**src/rtl/rf_wport_arb_pkg.sv**
```systemverilog
// Shared types and constants for the register-file write-port arbiter.
package rf_wport_arb_pkg;

  localparam int REG_W  = 5;
  localparam int DATA_W = 32;
  localparam logic [REG_W-1:0] REG_ZERO = 5'd0;

  // One buffered long-unit result: destination register and write data.
  typedef struct packed {
    logic [REG_W-1:0]  a3;
    logic [DATA_W-1:0] wd;
  } wbuf_entry_t;

endpackage

```
**src/rtl/rf_wbuf_fifo.sv**
```systemverilog
// Small FIFO holding long-unit results until a free WB slot drains them.
// DEPTH must be a power of two so the pointers wrap naturally.
module rf_wbuf_fifo
  import rf_wport_arb_pkg::*;
#(
  parameter int DEPTH = 2
) (
  input  logic        clk,
  input  logic        rst,
  input  logic        push,
  input  wbuf_entry_t push_data,
  input  logic        pop,
  output wbuf_entry_t head,
  output logic        full,
  output logic        empty
);

  localparam int PW = $clog2(DEPTH);
  localparam int CW = $clog2(DEPTH + 1);

  wbuf_entry_t     mem [DEPTH];
  logic [PW-1:0]   wr_ptr;
  logic [PW-1:0]   rd_ptr;
  logic [CW-1:0]   count;
  logic            do_push;
  logic            do_pop;

  assign full    = (count == CW'(DEPTH));
  assign empty   = (count == '0);
  assign do_push = push && !full;
  assign do_pop  = pop && !empty;
  assign head    = mem[rd_ptr];

  // Storage write; contents need no reset because count gates visibility.
  always_ff @(posedge clk) begin
    if (do_push) mem[wr_ptr] <= push_data;
  end

  // Pointer and occupancy bookkeeping; push and pop together leave count alone.
  always_ff @(posedge clk) begin
    if (rst) begin
      wr_ptr <= '0;
      rd_ptr <= '0;
      count  <= '0;
    end else begin
      if (do_push) wr_ptr <= wr_ptr + 1'b1;
      if (do_pop)  rd_ptr <= rd_ptr + 1'b1;
      unique case ({do_push, do_pop})
        2'b10:   count <= count + 1'b1;
        2'b01:   count <= count - 1'b1;
        default: count <= count;
      endcase
    end
  end

endmodule

```
**src/rtl/rf_wport_arb.sv**
```systemverilog
// Write-port arbiter for the general register file. WB always wins the port;
// buffered long-unit results drain into idle WB slots. A pending-destination
// scoreboard drives the ID read-hazard stall.
// Optional WB-bubble request on long-unit starvation: define RF_ARB_STARVE_EN.
module rf_wport_arb
  import rf_wport_arb_pkg::*;
#(
  parameter int DEPTH      = 2,
  parameter int STARVE_MAX = 15
) (
  input  logic              clk,
  input  logic              rst,
  input  logic              wb_we,
  input  logic [REG_W-1:0]  wb_a3,
  input  logic [DATA_W-1:0] wb_wd,
  input  logic              iss_en,
  input  logic [REG_W-1:0]  iss_a3,
  input  logic              lu_vld,
  input  logic [REG_W-1:0]  lu_a3,
  input  logic [DATA_W-1:0] lu_wd,
  output logic              lu_rdy,
  input  logic [REG_W-1:0]  chk_a1,
  input  logic [REG_W-1:0]  chk_a2,
  output logic              hz_stall,
  output logic              rf_we,
  output logic [REG_W-1:0]  rf_a3,
  output logic [DATA_W-1:0] rf_wd,
  output logic              wb_hold
);

  logic        wbe;
  logic        fifo_push;
  logic        fifo_pop;
  logic        fifo_full;
  logic        fifo_empty;
  wbuf_entry_t fifo_head;
  wbuf_entry_t lu_entry;
  logic [31:0] sb;
  logic [31:0] sb_next;

  // Writes to $0 are dropped and leave the slot free for the buffer.
  assign wbe       = wb_we && (wb_a3 != REG_ZERO);
  assign lu_rdy    = !fifo_full;
  assign fifo_pop  = !wbe && !fifo_empty;
  // Results for $0 are accepted but never stored.
  assign fifo_push = lu_vld && lu_rdy && (lu_a3 != REG_ZERO);
  assign lu_entry  = '{a3: lu_a3, wd: lu_wd};

  rf_wbuf_fifo #(
    .DEPTH (DEPTH)
  ) u_wbuf (
    .clk       (clk),
    .rst       (rst),
    .push      (fifo_push),
    .push_data (lu_entry),
    .pop       (fifo_pop),
    .head      (fifo_head),
    .full      (fifo_full),
    .empty     (fifo_empty)
  );

  // Port mux: WB first, then the buffer head, otherwise an idle port.
  always_comb begin
    rf_we = 1'b0;
    rf_a3 = REG_ZERO;
    rf_wd = '0;
    if (wbe) begin
      rf_we = 1'b1;
      rf_a3 = wb_a3;
      rf_wd = wb_wd;
    end else if (!fifo_empty) begin
      rf_we = 1'b1;
      rf_a3 = fifo_head.a3;
      rf_wd = fifo_head.wd;
    end
  end

  // Scoreboard update: a pop retires its register, a new issue re-arms it (issue wins).
  always_comb begin
    sb_next = sb;
    if (fifo_pop) sb_next[fifo_head.a3] = 1'b0;
    if (iss_en && (iss_a3 != REG_ZERO)) sb_next[iss_a3] = 1'b1;
  end

  // Scoreboard register; bit 0 is pinned low so $0 never stalls.
  always_ff @(posedge clk) begin
    if (rst) sb <= '0;
    else     sb <= {sb_next[31:1], 1'b0};
  end

  // Hazard sees the registered scoreboard only; a pop this cycle still stalls.
  assign hz_stall = ((chk_a1 != REG_ZERO) && sb[chk_a1]) ||
                    ((chk_a2 != REG_ZERO) && sb[chk_a2]);

`ifdef RF_ARB_STARVE_EN
  localparam int SW = ($clog2(STARVE_MAX + 1) > 4) ? $clog2(STARVE_MAX + 1) : 4;

  logic [SW-1:0] starve_cnt;

  // Count cycles the buffer head waits behind WB; saturate, clear on any pop.
  always_ff @(posedge clk) begin
    if (rst)                                               starve_cnt <= '0;
    else if (fifo_pop)                                     starve_cnt <= '0;
    else if (!fifo_empty && wbe && (starve_cnt != '1))     starve_cnt <= starve_cnt + 1'b1;
  end

  assign wb_hold = (starve_cnt >= SW'(STARVE_MAX));
`else
  // Feature compiled out: the comparison is a constant false.
  assign wb_hold = (STARVE_MAX < 0);
`endif

endmodule
```
**config.mk**
```make
export PLATFORM = sky130hd
export DESIGN_NAME = rf_wport_arb
export DESIGN_NICKNAME = d
export VERILOG_FILES = /design/src/rtl/rf_wport_arb_pkg.sv /design/src/rtl/rf_wbuf_fifo.sv /design/src/rtl/rf_wport_arb.sv
export SDC_FILE = /design/constraint.sdc
export NUM_CORES = 1
export LEC_CHECK = 0
export ABC_AREA = 0
export CAP_MARGIN = 40
export CORE_MARGIN = 10
export CORE_UTILIZATION = 49
export DETAILED_ROUTE_END_ITERATION = 16
export GPL_TIMING_DRIVEN = 0
export PLACE_DENSITY = 0.86
export REMOVE_ABC_BUFFERS = 1
export SLEW_MARGIN = 20
export SYNTH_ARGS = -nofsm -noshare
export SYNTH_HDL_FRONTEND = slang
export SYNTH_SLANG_ARGS = --single-unit
```
**constraint.sdc**
```tcl
create_clock -name clk -period 3.3 [get_ports clk]
set_input_delay 0.495 -clock clk [delete_from_list [all_inputs] [get_ports clk]]
set_output_delay 0.495 -clock clk [all_outputs]
set_load 0.005 [all_outputs]
```
==> results.tsv <==
metric	value	unit
grt_antenna_before_repair	0	
stdcell_area	7070	sq um
fill_count	757	
row_count	37	
post_synth_most_frequent_cells	edfxtp_1, nand2_1, mux2i_1, a21oi_1, dfxtp_1	
slowest_stage	or4_1	
worst_hold_path_type	register to register	
critical_path.n_buffers_inverters	2	
cts_buffer_depth	2	
gpl.final_weighted_congestion	0.879	
ff2ff_path_depth	3	
timing.critical_path.cells	clkdlybuf4s50_1 -> or4_1 -> o21a_4 -> or2_4 -> o21ai_2 -> clkdlybuf4s50_1	
drv_slew	0	
async_reset_ff_share	0	%
ctsHtreeMaxLevel	3	
hpwlAfterDp	10600	um
worst_path_largest_cell_delay	0.55	ns
detailed_place.area	6740	sq um
avgRoutedWirePerCell	20.6	um
yosysWarningCount	0	
grt_overflow	0	
fp.dieW	124	um
clock_input_transition_at_the_sequential_cells_of_the_worst_setup_and_hold_paths	0.10	ns
critical_path.startpoint_type	input pin	
max-cap-violations	0	
detail_route.vias_per_cell	5.95	
cts-root-buf	clkbuf_8	
crit_arrival	2.77	ns
tritoncts	done	
syn_inst	465	
hold_path.startpoint	u_wbuf.rd_ptr	
synth_largest_area_cell	edfxtp_1	
die-area	15400	sq um
post_detailed_route_drc_marker_count	0	
io_pins	135	
drt_pass1_iterations	5	
cell_area_synth	5300	sq um
synth_cell_types	43	
final-hold-violation-count	0	
count_of_input_and_output_buffers	133	
cell_types_occupying_the_most_area_after_synthesis	edfxtp_1, dfxtp_1, mux2i_1, mux4_2, nand2_1	
worstSetupPathType	input pin to output port	
synth_top_area_share	41.9	%
finalCriticalPeriod	3.27	ns
synth_enable_flop_cells	74	
latest_clock_arrival_within_the_worst_skew_pair	0.36	ns
result_of_the_run	completed	
post-route-period-util	99.0	%
drt-initial-drc-count	382	
cts_inserted_buffers	9	
power.static_leakage	0.00254	uW
power_density	545	nW/um^2
detail_route.wirelength	15100	um
antenna_fix_cells	0	
timing.rr.end	sb[29]	
cell_with_the_most_instances_after_synthesis	edfxtp_1	
postRouteAntennaNets	0	
reg2reg_setup_slack	1.32	ns
first_global_vias	4435	
grt_start_max_net_pins	52	
rsz0062_at_grt	yes	
cell_family_with_the_largest_share_of_critical_path_delay	buffers and inverters	
clkSinkCount	110	
post_cts_hold_buffer_count	0	
flow.area_growth_from_synthesis	33.5	%
part_of_the_yosys_area_used_for_sequential_elements	55.6	%
critical-path-top-cell-by-count	clkdlybuf4s50_1	
start_util	50.9	%
routed-via-count	4360	
cp.required	2.80	ns
finClkSkew	0.0116	ns
timing.hold.worst_path_depth	2	
path_max_fanout	10	
floorplan.die.height	124	um
synth.avg_cell_area	11.4	sq um
cp-end-kind	output port	
timing_worst_slew_pin_value	0.828	ns
ys.flop_type	edfxtp_1	
overall_global_routing_usage	19.3	%
ratio_of_cells_with_drive_above_1_in_the_final_layout	11.6	%
nets	687	
worst_ir_drop_on_vdd	0.362	mV
synth_seq_cells	110	
timing.fmax	0.306	GHz
finalSetupViolations	0	
max_slew_margin	44.7	%
p_total	3860	uW
design.core.area	10400	sq um
first_pass_grt_wire_length	23500	um
layout by cell type, fill, tap and decap left out, types with 3 or more instances in the layout:
cell	count
mux2_2	3
mux4_2	14
o21ai_1	16
dfxtp_1	35
buf_4	10
o211ai_1	3
clkbuf_8	9
dlymetal6s2s_1	16
nor3_1	3
a32oi_1	3
o21ai_0	17
nand2_1	73
dlygate4sd2_1	14
nor2_4	3
a311oi_1	31
a21oi_1	38
nor2_1	22
nor3b_1	7
or2_4	4
and3b_1	4
xnor2_1	3
nand2b_1	4
clkdlybuf4s50_1	103
mux2i_1	40
edfxtp_1	74
inv_1	4
o21ai_2	6
metal layers:
metal / wire [um] / GRT usage, % / vias to the layer above
met5: 0 / 0 / -
met1: 5940 / 23.4 / 2107
met3: 1570 / 6.92 / 12
li1: - / - / 2021
met2: 7480 / 32.6 / 220
met4: 129 / 4.03 / 0
worst reg2reg max path, stage by stage, from the launching register on:
cell and delay, ns:
dfxtp_4 0.86, mux2i_1 0.49, nor2_1 0.21, a311oi_1 0.32
state kept, by name, summed over array words and instances, names as in the netlist, named ones only:
name           count
u_wbuf.mem        74
sb                31
u_wbuf.count       2
u_wbuf.rd_ptr      1
u_wbuf.wr_ptr      1
repair_timing:
action	4_1_cts	5_1_grt
resized for setup	31	27
buffers inserted	0	8
cloned	3	0
setup endpoints to repair	38	25
pin swaps	1	1
area by class of cell:
class / count / area, sq um / area share (%)
clock buffer: 9 / 124 / 1.75
inverter: 5 / 20.0 / 0.283
tap: 136 / 170 / 2.41
timing repair buffer: 149 / 1510 / 21.3
clock inverter: 7 / 57.6 / 0.814
sequential: 110 / 2950 / 41.7
multi-input combinational: 317 / 2250 / 31.8
kinds of logic (layout without fill, tap and decap cells):
kind of cell	Yosys count	count (layout)	synth area share, %
simple gates	131	134	11.6
compound gates	120	120	14.2
flops	110	110	55.6
mux	57	57	14.1
buf+inv	41	170	3.52
xor+xnor	4	4	0.661
fa+ha+maj	1	1	0.236
other cells	1	1	0.0708
metrics by stage:
stage	hold WS (ns)	utilization, %	setup TNS, ns	instances	worst slack, ns
after global routing	0.562	67.9	-0.0500	733	-0.0329
after CTS	0.538	66.7	-0.0951	723	-0.0368
after detailed placement	0.510	64.7	-18.11	704	-0.701
after global placement	0.484	63.7	-115.60	698	-1.30
after floorplan	0.466	-	0	429	0.173
final	0.539	67.9	0	733	0.0328
power by group:
| part | internal, uW | switching, uW | total (uW) |
|---|---|---|---|
| clock | 284 | 475 | 760 |
| combinational | 610 | 633 | 1240 |
| sequential | 1680 | 179 | 1860 |
how the worst max path moves through the flow:
stage               startpoint               to  slack [ns]  cells past startpoint
CTS                   wb_a3[1]         rf_a3[0]       -0.04                      6
finish                wb_a3[1]        rf_wd[17]        0.03                      6
global route          wb_a3[3]        rf_wd[17]       -0.03                      6
global placement         wb_we         rf_a3[0]       -1.30                      5
detailed placement    wb_a3[1]         rf_a3[0]       -0.70                      6
floorplan             wb_a3[3]  u_wbuf.count[1]        0.17                      7
(Power assumes the default switching activity.)
